<file path="config.mk">
export PLATFORM = sky130hd
export DESIGN_NAME = pc_call_stack_flat
export DESIGN_NICKNAME = d
export VERILOG_FILES = /design/src/rtl/pc_call_stack_if.sv /design/src/rtl/pc_call_stack.sv /design/src/flat_wrapper.sv
export SDC_FILE = /design/constraint.sdc
export NUM_CORES = 1
export LEC_CHECK = 0
export ABC_CLOCK_PERIOD_IN_PS = 2520
export CAP_MARGIN = 20
export CORE_MARGIN = 2
export CORE_UTILIZATION = 43
export CTS_CLUSTER_DIAMETER = 40
export DETAILED_ROUTE_END_ITERATION = 10
export HOLD_SLACK_MARGIN = 0.1
export PLACE_DENSITY_LB_ADDON = 0.1
export RECOVER_POWER = 50
export SLEW_MARGIN = 10
export SYNTH_ARGS = -nofsm -noshare
export SYNTH_HDL_FRONTEND = slang
export SYNTH_SLANG_ARGS = --single-unit
</file>
<file path="constraint.sdc">
create_clock -name clk -period 2.52 [get_ports clk]
set_input_delay 0.378 -clock clk [delete_from_list [all_inputs] [get_ports clk]]
set_output_delay 0.378 -clock clk [all_outputs]
set_load 0.03 [all_outputs]
</file>
<file path="src/rtl/pc_call_stack_if.sv">
// ---------------------------------------------------------------------------
// pc_call_stack_if
//   Control/status bundle between the CPU control path and the program
//   counter. The control path drives reset/load/inc/call/ret and the target
//   address. The PC drives back the current address and the stack status.
//   master : control path side (drives controls, observes PC and status)
//   slave  : pc_call_stack side
// ---------------------------------------------------------------------------
interface pc_call_stack_if #(
    parameter int WIDTH       = 16,
    parameter int STACK_DEPTH = 8,
    parameter int SPW         = $clog2(STACK_DEPTH)
);
    // Controls from the CPU control path
    logic             reset;   // synchronous PC reset (Hack semantics)
    logic             load;    // PC <= in
    logic             inc;     // PC <= PC + 1
    logic             call;    // push PC + 1, then PC <= in
    logic             ret;     // PC <= popped return address
    logic [WIDTH-1:0] in;      // jump / call target

    // Status back to the control path and instruction memory
    logic [WIDTH-1:0] out;     // current PC, drives the instruction-memory address
    logic [SPW:0]     depth;   // entries on the return stack, 0..STACK_DEPTH
    logic             full;    // depth == STACK_DEPTH
    logic             empty;   // depth == 0
    logic             err;     // stack fault (call when full / ret when empty)

    modport master (
        output reset, load, inc, call, ret, in,
        input  out, depth, full, empty, err
    );

    modport slave (
        input  reset, load, inc, call, ret, in,
        output out, depth, full, empty, err
    );
endinterface : pc_call_stack_if

</file>
<file path="src/rtl/pc_call_stack.sv">
// ---------------------------------------------------------------------------
// pc_call_stack
//   Hack-style program counter with a hardware return-address stack.
//   One operation per cycle. Priority, highest first:
//     reset > ret > call > load > inc > hold
//   call pushes PC+1 and jumps to in. ret pops into the PC. A call when the
//   stack is full, or a ret when it is empty, leaves PC and depth unchanged
//   and raises err.
//
//   Optional feature macro: ERR_STICKY_EN
//     undefined : err is a one-cycle pulse after the faulting edge.
//     defined   : err holds 1 from the first fault until reset or rst_n.
//
//   The stack is a register array indexed by depth and is not cleared by
//   either reset. Entries above depth are never read.
// ---------------------------------------------------------------------------
module pc_call_stack #(
    parameter int WIDTH       = 16,
    parameter int STACK_DEPTH = 8,    // power of 2, >= 2
    parameter int SPW         = $clog2(STACK_DEPTH)
) (
    input  logic           clk,
    input  logic           rst_n,
    pc_call_stack_if.slave bus
);

    // Decoded operation for this cycle after priority resolution
    typedef enum logic [2:0] {
        OP_HOLD,
        OP_INC,
        OP_LOAD,
        OP_CALL,
        OP_RET,
        OP_RESET
    } op_e;

    localparam logic [SPW:0] DEPTH_MAX = (SPW + 1)'(STACK_DEPTH);

    // Architectural state
    logic [WIDTH-1:0] out_q, out_d;
    logic [SPW:0]     depth_q, depth_d;
    logic             err_q, err_d;
    logic [WIDTH-1:0] stack_q [STACK_DEPTH];

    // Per-cycle control
    op_e              op;
    logic             fault;
    logic             push_en;
    logic [WIDTH-1:0] out_inc;
    logic [SPW-1:0]   wr_idx;
    logic [SPW-1:0]   rd_idx;

    // The return address is the next sequential PC. The addition wraps
    // modulo 2^WIDTH, so a call from the last address pushes 0.
    assign out_inc = out_q + WIDTH'(1);

    // The push slot is the current depth. The pop slot is the entry below it.
    // When the stack is full, depth's low bits are zero and rd_idx wraps to
    // the top entry. A push is never attempted in that case.
    assign wr_idx = depth_q[SPW-1:0];
    assign rd_idx = depth_q[SPW-1:0] - SPW'(1);

    // Resolve simultaneous controls into a single operation
    always_comb begin
        op = OP_HOLD;
        if (bus.reset) begin
            op = OP_RESET;
        end else if (bus.ret) begin
            op = OP_RET;
        end else if (bus.call) begin
            op = OP_CALL;
        end else if (bus.load) begin
            op = OP_LOAD;
        end else if (bus.inc) begin
            op = OP_INC;
        end
    end

    // Next-state for PC, depth and err, plus the stack write enable
    always_comb begin
        // NOTE: every output of this block gets a default before the case.
        // Otherwise a path that skips an assignment would infer a latch.
        out_d   = out_q;
        depth_d = depth_q;
        push_en = 1'b0;
        fault   = 1'b0;

        unique case (op)
            OP_RESET: begin
                out_d   = '0;
                depth_d = '0;
            end
            OP_RET: begin
                if (depth_q != '0) begin
                    out_d   = stack_q[rd_idx];
                    depth_d = depth_q - (SPW + 1)'(1);
                end else begin
                    fault = 1'b1;
                end
            end
            OP_CALL: begin
                if (depth_q != DEPTH_MAX) begin
                    push_en = 1'b1;
                    out_d   = bus.in;
                    depth_d = depth_q + (SPW + 1)'(1);
                end else begin
                    fault = 1'b1;
                end
            end
            OP_LOAD: begin
                out_d = bus.in;
            end
            OP_INC: begin
                out_d = out_inc;
            end
            default: begin
                // OP_HOLD: keep everything
            end
        endcase

`ifdef ERR_STICKY_EN
        // Sticky: a fault sets err, and only a synchronous reset clears it
        err_d = (op == OP_RESET) ? 1'b0 : (err_q | fault);
`else
        // Pulse: err reflects only the fault from the previous edge
        err_d = fault;
`endif
    end

    // PC, depth and err registers with asynchronous clear
    always_ff @(posedge clk or negedge rst_n) begin
        // NOTE: sequential state uses non-blocking assignments so all flops
        // sample pre-edge values, whatever order the statements appear in.
        if (!rst_n) begin
            out_q   <= '0;
            depth_q <= '0;
            err_q   <= 1'b0;
        end else begin
            out_q   <= out_d;
            depth_q <= depth_d;
            err_q   <= err_d;
        end
    end

    // Return-address storage, written only on a successful call
    always_ff @(posedge clk) begin
        // NOTE: the stack array has no reset. Entries are only read below
        // depth, and depth always clears, so stale contents are never seen.
        // Leaving the array out of reset lets it map to plain storage.
        if (push_en) begin
            stack_q[wr_idx] <= out_inc;
        end
    end

    // Registered outputs. full/empty are decoded from the depth register.
    assign bus.out   = out_q;
    assign bus.depth = depth_q;
    assign bus.err   = err_q;
    assign bus.full  = (depth_q == DEPTH_MAX);
    assign bus.empty = (depth_q == '0);

endmodule : pc_call_stack

</file>
<file path="src/flat_wrapper.sv">
// flat-port wrapper written by rule: the top's interface ports become plain ports
module pc_call_stack_flat 
#(
    parameter int WIDTH       = 16,
    parameter int STACK_DEPTH = 8,                       
    parameter int SPW         = $clog2(STACK_DEPTH)
)
  (clk, rst_n, bus_reset, bus_load, bus_inc, bus_call, bus_ret, bus_in, bus_out, bus_depth, bus_full, bus_empty, bus_err);
  pc_call_stack_if #(.WIDTH(WIDTH), .STACK_DEPTH(STACK_DEPTH), .SPW(SPW)) bus_i ();
  input  logic clk;
  input  logic rst_n;
  input wire logic [$bits(bus_i.reset)-1:0] bus_reset;
  input wire logic [$bits(bus_i.load)-1:0] bus_load;
  input wire logic [$bits(bus_i.inc)-1:0] bus_inc;
  input wire logic [$bits(bus_i.call)-1:0] bus_call;
  input wire logic [$bits(bus_i.ret)-1:0] bus_ret;
  input wire logic [$bits(bus_i.in)-1:0] bus_in;
  output wire logic [$bits(bus_i.out)-1:0] bus_out;
  output wire logic [$bits(bus_i.depth)-1:0] bus_depth;
  output wire logic [$bits(bus_i.full)-1:0] bus_full;
  output wire logic [$bits(bus_i.empty)-1:0] bus_empty;
  output wire logic [$bits(bus_i.err)-1:0] bus_err;
  assign bus_i.reset = bus_reset;
  assign bus_i.load = bus_load;
  assign bus_i.inc = bus_inc;
  assign bus_i.call = bus_call;
  assign bus_i.ret = bus_ret;
  assign bus_i.in = bus_in;
  assign bus_out = bus_i.out;
  assign bus_depth = bus_i.depth;
  assign bus_full = bus_i.full;
  assign bus_empty = bus_i.empty;
  assign bus_err = bus_i.err;
  pc_call_stack #(.WIDTH(WIDTH), .STACK_DEPTH(STACK_DEPTH), .SPW(SPW)) u_core (.clk(clk), .rst_n(rst_n), .bus(bus_i));
endmodule
</file>
# After elaboration in Yosys (flattened, before gate mapping)
# Memory sizes are Yosys's and may differ from the RTL's.
# Index checks and enable logic that the tools add are counted.
[op_classes]
n_eq_ne = 9
n_mux = 18
n_addsub = 4
reduce_logical = 6
n_bitwise = 0
mul = 0
n_shift = 0
div_mod_pow = 0
n_lt_le_gt_ge = 0
[op_table]
columns = ["op", "count"]
rows = [
  ["$pmux W16 S5", 1],
  ["$mux W16", 2],
  ["$add A16 B1 Y16 const B", 1],
  ["$mux W3", 4],
  ["$pmux W4 S3", 1],
  ["$mux W4", 2],
  ["$mux W1", 7],
  ["$eq A3 B2 Y1 const B", 2],
  ["$eq A3 B3 Y1 const B", 2],
  ["$reduce_and A3 Y1", 2],
  ["$reduce_bool A5 Y1", 1],
  ["$add A4 B1 Y4 const B", 1],
  ["$eq A4 B4 Y1 const B", 1],
  ["$logic_not A4 Y1", 1],
  ["$ne A2 B1 Y1 const B", 2],
  ["$ne A4 B4 Y1 const B", 1],
  ["$reduce_bool A4 Y1", 1],
  ["$sub A4 B1 Y4 const B", 1],
  ["$eq A3 B1 Y1 const B", 1],
  ["$reduce_bool A3 Y1", 1],
  ["$sub A3 B1 Y3 const B", 1],
  ["$pmux W1 S2", 1],
]
[word_totals]
romBits = 0
ramBits = 128
register_bits = 21
input_bits = 23
output_inout_bits = 23
word_cells = 41
memories = 1
latchBits = 0
[mem_list]
columns = ["name", "depth", "width", "rd", "rd_clocked_by_memory_dff", "write_ports", "line_no", "text"]
rows = [
  ["u_core.stack_q", 8, 16, 1, 0, 1, "pc_call_stack.sv:43", "logic [WIDTH-1:0] stack_q [STACK_DEPTH];"],
]

# Logic depth before layout (Yosys ltp)
# Gate-level depths: netlist (run 1).
[logic_depth]
ltp_word = 9
ltp_mapped = 11
depth_no_buf = 8

# Worst setup path after synthesis (run 1)
# OpenSTA, ideal clock, no wires.
[synth_path]
path_kind = "register to register"
startpoint = "register u_core.depth_q[0] (netlist: u_core.bus.depth[0])"
endpoint = "register u_core.out_q[11] (netlist: u_core.bus.out[11])"
required_time_ns = 2.396
path_slack_ns = -0.210
setup_time_ns = 0.124
arrival_time_ns = 2.606
path_stages_with_launch = 11
path_buffers = 3
period_less_slack_ns = 2.730
path_cell_list = "dfrtp_1 > buf_6 > buf_2 > inv_1 > ha_1 > xor2_1 > buf_4 > mux4_2 > mux2i_1 > nor2_1 > a211o_1"
[synth_between]
elab_chain_cells = 4
word_cells_on_any_way = 9
cone_classes = "1 x add/sub; 3 x eq/ne; 2 x mux; 2 x reduce/logical; 1 x memory"
[synth_lines]
columns = ["item", "line_no", "text"]
rows = [
  ["start: declaration", "pc_call_stack.sv:41", "logic [SPW:0] depth_q, depth_d;"],
  ["start signal: assignment", "pc_call_stack.sv:140", "depth_q <= depth_d;"],
  ["$sub A3 B1 Y3", "pc_call_stack.sv:61", "assign rd_idx = depth_q[SPW-1:0] - SPW'(1);"],
  ["$mem_v2 Z8 W16", "-", ""],
  ["$mux W16", "pc_call_stack.sv:94", "if (depth_q != '0) begin"],
  ["$pmux W16 S5", "pc_call_stack.sv:88", "unique case (op)"],
  ["end signal: assignment", "pc_call_stack.sv:139", "out_q <= out_d;"],
  ["end: declaration", "pc_call_stack.sv:40", "logic [WIDTH-1:0] out_q, out_d;"],
]
# Parallel ways exist; a longest one is shown, timed or not. The select of a mux whose other input is x is not followed.
# A chain may end at the register's enable or synchronous reset.

# Worst setup path after layout (run 1)
[layout_path]
startpoint = "register u_core.depth_q[1] (netlist: u_core.bus.depth[1])"
endpoint = "register u_core.out_q[4] (netlist: u_core.bus.out[4])"
# The elaborated chain is that of the path after synthesis.

==> flow_summary.toml, run 1 <==
[outcome]
status = "completed"

[timing]
setup_viol = 0
finClkSkew_ns = 0.00480
maxSlewHeadroom = 0.111
slew_viol_final = 0
fin_setup_tns_ns = 0
rsz0062_at_grt = "no"
layout_min_cycle_time_ns = 2.26
fin_crit_sh = 0.897
final-hold-violation-count = 0
worst_pin_slew_ns = 1.33
fin_hold_ws_ns = 0.539
fmax_mhz = 442

[layout]
final_common_cell = "edfxtp_1"
final_net_count = 493
drive_gt1_frac = 0.218
num_antenna_cells = 0
layout_common_cells = "edfxtp_1 (128), clkdlybuf4s50_1 (40), mux4_2 (32)"
area_delta_synth_final_pct = 23.7
postLayoutCoreUtil = 0.542

[logic_synthesis]
yosysWarnings = 0
synth_fp_nets = 402
synth_seq_cells = 149
synth.top_cell.area_share = 0.606
yosys.area.top_type = "edfxtp_1"
synth_area_mm2 = 0.00634
synthCells = 374
synth.avg_cell_area_um2 = 17.0
synth_area_leaders = "edfxtp_1 (61%), mux4_2 (11%), dfrtp_1 (8.3%)"
synth_flop_cell = "edfxtp_1"
async_flop_share = 0.141
synth_edf_count = 128
ys_types = 51
yosysSeqAreaShare = 0.689

[global_routing]
grt.overflow.total = 0
grt_usage = 0.210
grt_max_degree = 38
grt_pass1_vias = 3961
antenna_found_initial = 0
grt_pass1_wl_mm = 24.0

[setup_path]
slowest_stage = "nor2b_1"
worstReg2RegStart = "u_core.bus.depth[1]"
end_kind = "register"
path_cells = "inv_1 -> ha_1 -> xor2_2 -> nor2b_1 -> a22o_1 -> a221oi_1 -> o21ai_0"
startpoint_type = "register"
path_class = "register to register"
worstPathMaxFanout = 6
crit_start = "u_core.bus.depth[1]"
critPathMaxStageDelay_ns = 0.55
ff2ff_path_depth = 7
worst_ep_required_time_ns = 2.85
r2r_end = "u_core.bus.out[4]"
ff2ff_setup_slack_ns = 0.26
worstPathArrival_ns = 2.59

[pwr]
pwr-share-clk = 0.312
power.share.combinational = 0.298
ir_drop_v = 0.000540
leakage_nw = 2.75
power.share.switching = 0.314
p_per_area_mw_per_mm2 = 1050
p_switching_w = 0.00259
seqPwrFrac = 0.390
internal-power_w = 0.00567

[floorplanning]
initial_core_util = 0.438
num_io_pins = 46
die-area_mm2 = 0.0157
die-height_um = 125
rows = 44
dieWidth_um = 125
coreArea_mm2 = 0.0145

[min_path]
min_path_cells = 2
hold_class = "register to register"
min_from = "u_core.bus.out[1]"
min_to = "u_core.bus.out[1]"

[cts]
ctsHoldBuffers = 0
htree_levels = 4
cts_tree = "yes"
cts_sinks = 149
clkSlewWorstSetupHoldPaths_ns = 0.06
clk_latency_ns = 0.42
cts_made_buffers = 17
post-cts-setup-buffers = 0
cts.path.max_buffers = 2
cts_root_buf = "clkbuf_16"

[drt]
first_iter_violations = 266
post-route-drc-count = 0
firstDrtPassIters = 4
vias = 3754
wirelength_mm = 15.5
wl_per_cell_um = 23.4
viasPerCell = 5.67
postRouteAntennaNets = 0

[flow_run]
max-cap-violations = 0

[placement]
dp_hpwl_mm = 10.1
portBuffers = 45
gp_congestion = 0.821
cell usage after synthesis (5+ instances only):
cell type,number
a21oi_1,11
a22o_1,5
a22oi_1,8
buf_2,8
dfrtp_1,21
edfxtp_1,128
inv_1,7
mux2i_1,9
mux4_2,32
nand2_1,30
nor2_1,20
nor3_1,5
o21ai_0,7
o221ai_1,6
xnor2_1,10
xor2_1,6
worst max path at each step:
| stage | end | slack (ns) |
|---|---|---|
| 6_report | u_core.bus.out[4] | 0.26 |
| 5_1_grt | u_core.stack_q[6][2] | 0.1 |
| 4_1_cts | u_core.bus.out[11] | 0.24 |
| 3_5_place_dp | u_core.bus.depth[3] | 0.11 |
| 3_3_place_gp | u_core.bus.depth[3] | 0.11 |
| 2_1_floorplan | u_core.stack_q[2][0] | -0.07 |
critical path: cells and delay by family, from the launching register on:
kind / cells / cell delay (ns)
DFF: 1 / 0.37
xor gates and xnor gates: 1 / 0.36
adders and majority gates: 1 / 0.26
and+or+nand+nor: 1 / 0.55
AOI/OAI and AO/OA: 3 / 0.49
buffers and inverters: 1 / 0.13
registers in the layout (all words and copies together) (netlist names):
name,count
u_core.bus.depth,4
u_core.bus.err,1
u_core.stack_q,128
u_core.bus.out,16
power by group through the flow:
stage	logic (W)	clock network [W]	registers, W
floorplan	0.00142	0	0.00341
global placement	0.00252	0	0.00326
detailed placement	0.00254	0	0.00327
CTS	0.00253	0.00262	0.00322
global route	0.00265	0.00272	0.00324
finish	0.00246	0.00258	0.00322
layer usage:
layer	track usage	wire, um
met1	0.288	7120
met2	0.331	7460
met4	0.0869	272
met5	0	0
met3	0.0432	670
cell families after synthesis:
group	Yosys count	synth area share
buffers and inverters	25	0.0201
muxes	42	0.130
AOI/OAI and AO/OA	59	0.0686
and+or+nand+nor	78	0.0599
xor gates and xnor gates	16	0.0221
adders and majority gates	5	0.0110
DFF	149	0.689
through the flow:
stage	area, um2	worst slack [ns]	total power [W]	cells
4_1_cts	7970	0.240	0.00837	662
5_1_grt	7850	0.0954	0.00861	662
3_5_place_dp	7360	0.105	0.00581	630
6_report	7850	0.260	0.00826	662
2_1_floorplan	6350	-0.0741	0.00483	374
3_3_place_gp	7360	0.106	0.00578	630
repair_timing:
item                                    CTS  global route
gates resized for setup                   2             0
endpoints found under the setup margin    2             0
endpoints found under the hold margin     0             0
layout make-up:
class	count	area, um2
Clock buffer	17	425
Clock inverter	15	180
Fill cell	1209	6630
Inverter	7	26.3
Multi-Input combinational cell	200	1850
Sequential cell	149	4370
Tap cell	184	230
Timing Repair Buffer	90	766
(Power assumes the default switching activity.)
==> run 2, diff against run 1 <==
--- a/config.mk
+++ b/config.mk
@@ -7,6 +7,7 @@
 export LEC_CHECK = 0
 export ABC_CLOCK_PERIOD_IN_PS = 2520
 export CAP_MARGIN = 20
+export CORE_ASPECT_RATIO = 2
 export CORE_MARGIN = 2
 export CORE_UTILIZATION = 43
 export CTS_CLUSTER_DIAMETER = 40
@@ -14,7 +15,7 @@
 export HOLD_SLACK_MARGIN = 0.1
 export PLACE_DENSITY_LB_ADDON = 0.1
 export RECOVER_POWER = 50
-export SLEW_MARGIN = 10
+export SLEW_MARGIN = 20
 export SYNTH_ARGS = -nofsm -noshare
 export SYNTH_HDL_FRONTEND = slang
 export SYNTH_SLANG_ARGS = --single-unit
==> run 2 against run 1 <==
Fmax down 3.2%. Global-route usage fell by 0.51 points. Sequential share of layout area up 0.26 points. Clock-buffer cell count up 5. Setup slack worse by 0.074 ns. Worst hold slack improved by 0.067 ns. Final area down 0.46%. Final cell count up 0.15%. Combinational power about the same. Clock skew rose by 0.0018 ns. Critical path type is now register to output port. Largest cell class unchanged.
==> flow_summary.toml, run 2 (same netlist as run 1, synthesis figures left out) <==
[outcome]
status = "completed"

[timing]
fmax_mhz = 428
rsz0062_at_grt = "no"
setup_viol = 0
layout_min_cycle_time_ns = 2.33
maxSlewHeadroom = 0.0918
fin_crit_sh = 0.926
slew_viol_final = 0
final-hold-violation-count = 0
worst_pin_slew_ns = 1.36
finClkSkew_ns = 0.00664
fin_setup_tns_ns = 0

[floorplanning]
initial_core_util = 0.440
num_io_pins = 46
die-area_mm2 = 0.0158
dieWidth_um = 89.9
coreArea_mm2 = 0.0144
die-height_um = 176
rows = 62

[global_routing]
grt.overflow.total = 0
grt_usage = 0.205
grt_max_degree = 26
grt_pass1_wl_mm = 23.7
grt_pass1_vias = 3954
antenna_found_initial = 0

[layout]
largest_register = "u_core.stack_q"
multiInputGateArea_mm2 = 0.00186
num_antenna_cells = 0
layout_common_cells = "edfxtp_1 (128), clkdlybuf4s50_1 (40), mux4_2 (32)"
final_common_cell = "edfxtp_1"
final_net_count = 486
postLayoutCoreUtil = 0.541
fill_cells = 1216
largest_reg_flops = 128
register_area_mm2 = 0.00437
drive_gt1_frac = 0.210
area_delta_synth_final_pct = 23.1

[cts]
clk_latency_ns = 0.41
cts_tree = "yes"
cts_sinks = 149
cts.path.max_buffers = 2
cts_made_buffers = 17
clkSlewWorstSetupHoldPaths_ns = 0.06
htree_levels = 4
cts_root_buf = "clkbuf_16"

[drt]
viasPerCell = 5.68
postRouteAntennaNets = 0
first_iter_violations = 252
firstDrtPassIters = 6
vias = 3765
wl_per_cell_um = 23.2
wirelength_mm = 15.4
post-route-drc-count = 0

[setup_path]
critPathMaxStageDelay_ns = 0.41
worst_ep_required_time_ns = 2.14
startpoint_type = "register"
ff2ff_setup_slack_ns = 0.21
worstReg2RegStart = "u_core.bus.depth[0]"
ff2ff_path_depth = 8
worstPathMaxFanout = 4
worstPathArrival_ns = 1.96
slowest_stage = "dlygate4sd2_1"
r2r_end = "u_core.bus.out[11]"
path_cells = "inv_1 -> ha_1 -> nand2b_1 -> nor2_1 -> dlygate4sd2_1"
crit_start = "u_core.bus.depth[0]"
path_class = "register to output port"
end_kind = "output port"

[flow_run]
max-cap-violations = 0

[pwr]
seqPwrFrac = 0.390
internal-power_w = 0.00572
power.share.combinational = 0.296
leakage_nw = 2.73
pwr-share-clk = 0.314
ir_drop_v = 0.000634
p_per_area_mw_per_mm2 = 1050
power.share.switching = 0.304
p_switching_w = 0.00250

[min_path]
min_path_cells = 1
min_to = "u_core.bus.out[15]"
hold_class = "register to register"
min_from = "u_core.bus.out[15]"

[placement]
gp_congestion = 0.777
portBuffers = 45
dp_hpwl_mm = 9.94
[run 2: final cells by class]
type                            instances  share of cell area
Sequential cell                       149               0.559
Multi-Input combinational cell        200               0.238
Timing Repair Buffer                   83              0.0922
Clock buffer                           22              0.0569
Tap cell                              192              0.0307
Clock inverter                         10              0.0199
Inverter                                7             0.00336
[run 2: how the worst max path moves through the flow]
stage,endpoint,slack (ns)
after floorplan,u_core.stack_q[2][0],-0.07
after global placement,u_core.bus.depth[3],0.18
after detailed placement,u_core.bus.depth[3],0.14
after CTS,bus_depth[0],0.14
after global routing,u_core.bus.out[11],0.05
final,bus_empty,0.19
[run 2: power by group through the flow]
stage	sequential, W	combinational, W	clock, W
2_1_floorplan	0.00341	0.00142	0
3_3_place_gp	0.00325	0.00249	0
3_5_place_dp	0.00326	0.00252	0
4_1_cts	0.00321	0.00252	0.00262
5_1_grt	0.00323	0.00263	0.00273
6_report	0.00321	0.00243	0.00258
[run 2: per-layer routing]
metal | global-route usage | wire [um] | up-vias
met5 | 0 | 0 | -
met4 | 0.0583 | 195 | 0
met3 | 0.0403 | 738 | 12
met2 | 0.376 | 8500 | 129
met1 | 0.246 | 5950 | 1954
li1 | - | - | 1670
[run 2: repair_timing]
item | in CTS | in global routing
hold buffers | 0 | 0
setup buffers | 0 | 0
endpoints found under the setup margin | 2 | 0
gates resized for setup | 2 | 0
[run 2: per-stage QoR]
step,setup WS [ns],total power [W],hold slack [ns],std cells,instance area [um2]
finish,0.185,0.00823,0.606,663,7810
global route,0.0481,0.00860,0.633,663,7810
CTS,0.141,0.00835,0.331,663,7950
detailed placement,0.138,0.00578,0.590,631,7350
global placement,0.177,0.00574,0.568,631,7350
floorplan,-0.0741,0.00483,0.0824,374,6350
[run 2: critical path: cells and delay by family, from the launching register on]
| family | cells | cell delay [ns] |
|---|---|---|
| buffers and inverters | 2 | 0.54 |
| and+or+nand+nor | 2 | 0.34 |
| DFF | 1 | 0.40 |
| adders and majority gates | 1 | 0.26 |
==> patch 1 (flow settings as in run 1) <==
`STACK_DEPTH` is set to 8 in 3 places; all go to 16.
--- a/src/rtl/pc_call_stack_if.sv
+++ b/src/rtl/pc_call_stack_if.sv
@@ -8,7 +8,7 @@
 // ---------------------------------------------------------------------------
 interface pc_call_stack_if #(
     parameter int WIDTH       = 16,
-    parameter int STACK_DEPTH = 8,
+    parameter int STACK_DEPTH = 16,
     parameter int SPW         = $clog2(STACK_DEPTH)
 );
     // Controls from the CPU control path
--- a/src/rtl/pc_call_stack.sv
+++ b/src/rtl/pc_call_stack.sv
@@ -16,7 +16,7 @@
 // ---------------------------------------------------------------------------
 module pc_call_stack #(
     parameter int WIDTH       = 16,
-    parameter int STACK_DEPTH = 8,    // power of 2, >= 2
+    parameter int STACK_DEPTH = 16,    // power of 2, >= 2
     parameter int SPW         = $clog2(STACK_DEPTH)
 ) (
     input  logic           clk,
--- a/src/flat_wrapper.sv
+++ b/src/flat_wrapper.sv
@@ -2,7 +2,7 @@
 module pc_call_stack_flat 
 #(
     parameter int WIDTH       = 16,
-    parameter int STACK_DEPTH = 8,                       
+    parameter int STACK_DEPTH = 16,                       
     parameter int SPW         = $clog2(STACK_DEPTH)
 )
   (clk, rst_n, bus_reset, bus_load, bus_inc, bus_call, bus_ret, bus_in, bus_out, bus_depth, bus_full, bus_empty, bus_err);
Ports: changed (resized bus_depth); port bits go from 46 to 47. The function was not compared with the original's and may differ.
==> patch 1 against run 1 <==
- global-route usage grew 0.63 points
- count of clock-buffer cells in the layout grew 28
- critical path type is now reg -> out
- combinational power grew 110%
- clock power grew 110%
- die area grew 79%
- non-clock buffer count grew 41
- cell count grew 71%
- largest power group unchanged
- sequential cell count grew 129
- synthesized area grew 82%
- largest cell class unchanged
- total power grew 100%
- worst setup slack lost 0.080 ns
- routed wire length grew 91%
- final area grew 83%
==> patch 1: results (changes against run 1) <==
outcome:
  status: "finished, final reports clean"
grt:
  use_met1_pct: 31.0  # +2.2 points
  grt_start_max_net_pins: 33  # -13%
  grt_use_total_pct: 21.6  # +0.63 points
  grt_pass1_wl_mm: 44.2  # +84%
logic_synthesis:
  syn_area_um2: 11500  # +82%
  async_flop_share_pct: 7.91  # -6.2 points
  synth_xor_area_share_pct: 1.44  # -0.77 points
  syn_area_per_cell_um2: 18.6  # +9.7%
  synth_cell_types: 58  # +14%
  synth_commonest_cells: "edfxtp_1 (256), mux4_2 (66), nand2_1 (51)"
  synth_compound_area_share_pct: 4.35  # -2.5 points
  synth_mux_area_share_pct: 14.7  # +1.7 points
  ys_ff_latch: 278  # +87%
  synthesis.nets: 654  # +63%
  synthAdderAreaFrac_pct: 1.26  # +0.15 points
  ys_seq_area_share_pct: 71.4  # +2.5 points
place:
  dp_hpwl_mm: 18.8  # +87%
  place_area_um2: 13100  # +78%
  place_ws_ns: -0.0847  # -0.190 ns
  place_inst: 1056  # +68%
  numPortBuffers: 46  # +2.2%
finish:
  sh_seq_area_pct: 57.5  # +1.8 points
  drive_above_1_share_pct: 28.5  # +6.7 points
  multi_input_area_share_pct: 22.1  # -1.4 points
  n_all_inverters: 10  # +3
  largest_register_ffs: 256  # +100%
  nMultiInputCombCells: 302  # +51%
  clockBufferCount: 45  # +28
  nonClkBufAreaFrac_pct: 8.02  # -1.7 points
  fillers: 2029  # +68%
drt:
  vias: 6484  # +73%
  dr.pass1.iters: 5  # +1
  vias_per_cell: 5.74  # +1.3%
  routedLengthMet1_mm: 13.3  # +86%
  wl_met3_mm: 1.95  # +190%
critical_path:
  cp_slowest_cell: "dfrtp_4"
  cp_top_family: "flip-flops"
  rr_endpoint: "u_core.bus.out[0]"
  worstPathArrival_ns: 1.96  # -0.63 ns
  rrSetupSlack_ns: 0.23  # -0.03 ns
  worstRegToRegCells: 6  # -1
  slowest_delay_ns: 0.53  # -0.02 ns
power_and_ir_drop:
  p_int_mw: 11.4  # +100%
  ir_worst_vdd_uv: 587  # +8.7%
  sw_frac_of_total_pct: 31.2  # -0.14 points
  p_comb_share_pct: 31.6  # +1.8 points
clock_network:
  cts_buffers: 40  # +23
  clock_latency_ns: 0.52  # +0.10 ns
  clk_path_buf_depth: 3  # +1
min_path:
  hold_class: "in -> reg"
sta:
  finClkSkew_ns: 0.0158  # +0.0110 ns
  period_share_pct: 92.8  # +3.2 points
patch 1: cell types whose count changed in the layout (fill, tap and decap cells not counted), sizes merged, moves of 16 or more:
cell	before	now
clkbuf	34	67
nor2	20	36
nand2	30	52
edfxtp	128	256
mux4	32	66
buf	28	65
patch 1: timing repair:
item                                    4_1_cts  5_1_grt
hold endpoints to repair                      0        0
endpoints found under the setup margin        0        2
buffers inserted                              0        0
resized for setup                             0        2
patch 1: worst min path at each step:
stage	start	to	slack (ns)	cells past startpoint
finish	bus_ret	u_core.bus.out[5]	0.66	4
global route	bus_in[0]	u_core.bus.out[0]	0.67	3
CTS	rst_n	u_core.bus.depth[2]	0.25	2
detailed placement	u_core.bus.depth[4]	u_core.bus.depth[4]	0.64	2
global placement	u_core.bus.depth[4]	u_core.bus.depth[4]	0.63	2
floorplan	rst_n	u_core.bus.depth[0]	0.08	0
==> patch 2 (settings of run 1) <==
Without the edit above. Reset style: synchronous (`rst_n`), changed in one clocked block. Comments in the files are not updated.
--- a/src/rtl/pc_call_stack.sv
+++ b/src/rtl/pc_call_stack.sv
@@ -128,7 +128,7 @@
     end
 
     // PC, depth and err registers with asynchronous clear
-    always_ff @(posedge clk or negedge rst_n) begin
+    always_ff @(posedge clk) begin
         // NOTE: sequential state uses non-blocking assignments so all flops
         // sample pre-edge values, whatever order the statements appear in.
         if (!rst_n) begin
Formal check against the unedited RTL: differs if rst_n is asserted again (counterexample within 4 cycles, from zero or initial values and one cycle with rst_n low); with rst_n held inactive, the same outputs for 4 cycles.
==> patch 2 against run 1 <==
- core utilization fell by 0.43 points
- worst setup slack lost 0.12 ns
- final area hardly changed
- routed wire length grew 1.1%
- via count is 5.4% higher
- first-iteration DRC count decreased by 3.0%
- highest routed layer unchanged
- critical path depth decreased by 2
- largest cell class unchanged
- sequential cell count unchanged
- register-to-register slack improved by 0.09 ns
- die area rose by 1.7%
- synthesized area is 1.7% higher
- critical endpoint is now bus_full
- non-clock buffer count is 9 lower
Power is not compared: it rests on default switching activity, and its combinational part moved more than twofold at a synthesized area within 25%.
==> patch 2: results (changes against run 1) <==
place:
  gp_congestion: 0.866  # +5.4%
  place_inst: 653  # +3.7%
  dp_hpwl_mm: 10.6  # +5.7%
  numPortBuffers: 45  # unchanged
grt:
  grt_use_total_pct: 20.6  # -0.41 points
  grt_pass1_wl_mm: 23.9  # -0.29%
  grt_start_max_net_pins: 21  # -45%
critical_path:
  worstPathMaxFanout: 3  # -3
  worstRegToRegCells: 5  # -2
  r2r_start: "u_core.bus.out[2]"
  rrSetupSlack_ns: 0.35  # +0.09 ns
  slowest_delay_ns: 0.67  # +0.12 ns
  cp_top_family: "buffers and inverters"
  critPathLaunch: "u_core.bus.depth[1]"
  worstPathArrival_ns: 2.00  # -0.59 ns
  rr_endpoint: "u_core.stack_q[5][9]"
  cp_slowest_cell: "clkdlybuf4s50_1"
logic_synthesis:
  synthesis.nets: 435  # +8.2%
  async_flop_share_pct: 0  # -14 points
  synth_edf_count: 128  # unchanged
  synth_commonest_cells: "edfxtp_1 (128), nor2_1 (30), mux4_2 (25)"
  synth_cell_types: 53  # +3.9%
  synth_area_leaders: "edfxtp_1 (60%), mux4_2 (8.7%), dfxtp_1 (6.5%)"
  ys_seq_area_share_pct: 66.1  # -2.8 points
  syn_area_per_cell_um2: 15.9  # -6.5%
drt:
  vias_per_cell: 5.78  # +1.9%
  first_iter_violations: 258  # -3.0%
  vias: 3957  # +5.4%
  dr.pass1.iters: 5  # +1
  wl_mm: 15.7  # +1.1%
clock_network:
  root_buffer: "clkbuf_16"
  cts_resized: 0  # -2
sta:
  whs_ns: 0.572  # +0.0337 ns
  finClkSkew_ns: 0.00879  # +0.00399 ns
  relSlewSlack_pct: 22.4  # +11 points
finish:
  fillers: 1196  # -1.1%
  drive_above_1_share_pct: 19.0  # -2.8 points
  nets: 516  # +4.7%
min_path:
  worstHoldStart: "u_core.bus.out[3]"
outcome:
  status: "finished, final reports clean"
patch 2: changes by cell type after synthesis, sizes merged, moves of 6 or more:
cell and change:
dfxtp +21, a32o +6, nand3 +6, a21oi -6, mux2i +6, dfrtp -21, nor2 +11
patch 2: cell type report:
cell class,instances,area [um^2],share of cell area (%)
Sequential cell,149,4270,54.4
Multi-Input combinational cell,226,2030,25.9
Timing Repair Buffer,81,701,8.93
Clock buffer,18,429,5.47
Tap cell,184,230,2.93
Clock inverter,14,136,1.74
Inverter,13,48.8,0.622
patch 2: how the worst max path moves through the flow:
| stage | end | cells after the start |
|---|---|---|
| floorplan | u_core.bus.out[12] | 8 |
| CTS | bus_empty | 5 |
| global route | bus_empty | 5 |
| finish | bus_full | 5 |
| global placement | u_core.bus.out[2] | 6 |
| detailed placement | u_core.bus.out[1] | 5 |
patch 2: logic make-up after synthesis:
| kind of cell | after synthesis | share of synthesized area [%] |
|---|---|---|
| mux | 46 | 13.0 |
| flops | 149 | 66.1 |
| compound gates | 65 | 7.99 |
| simple gates | 93 | 6.84 |
| fa+ha+maj | 5 | 1.09 |
| buf+inv | 32 | 2.68 |
| xor+xnor | 17 | 2.31 |
patch 2: routing by layer:
| layer | part of all wire, % | GRT usage, % | vias to the layer above |
|---|---|---|---|
| li1 | - | - | 1795 |
| met1 | 44 | 27.5 | 2010 |
| met2 | 49 | 32.2 | 132 |
| met3 | 5.7 | 5.65 | 20 |
| met4 | 1.9 | 8.40 | 0 |
| met5 | 0 | 0 | - |
patch 2: tightest hold or removal path, delay by kind of cell, from the launching register on:
family | cells | cell delay [ns]
AOI/OAI and AO/OA | 1 | 0.08
DFF | 1 | 0.36
and+or+nand+nor | 1 | 0.08
patch 2: power groups by stage:
stage	registers [mW]	logic, mW	clock network (mW)
after floorplan	2.85	0.533	0
after global placement	2.82	0.838	0
after detailed placement	2.82	0.846	0
after CTS	2.77	0.849	2.46
after global routing	2.77	0.890	2.57
final	2.77	0.828	2.42
patch 2: per-stage QoR:
stage                     util (%)  setup WS, ns  area (um^2)
after floorplan                  -        0.0577         6450
after global placement        50.2        0.0309         7330
after detailed placement      50.2       -0.0195         7330
after CTS                     54.1         0.124         7890
after global routing          53.8       0.00114         7850
final                         53.8         0.143         7850
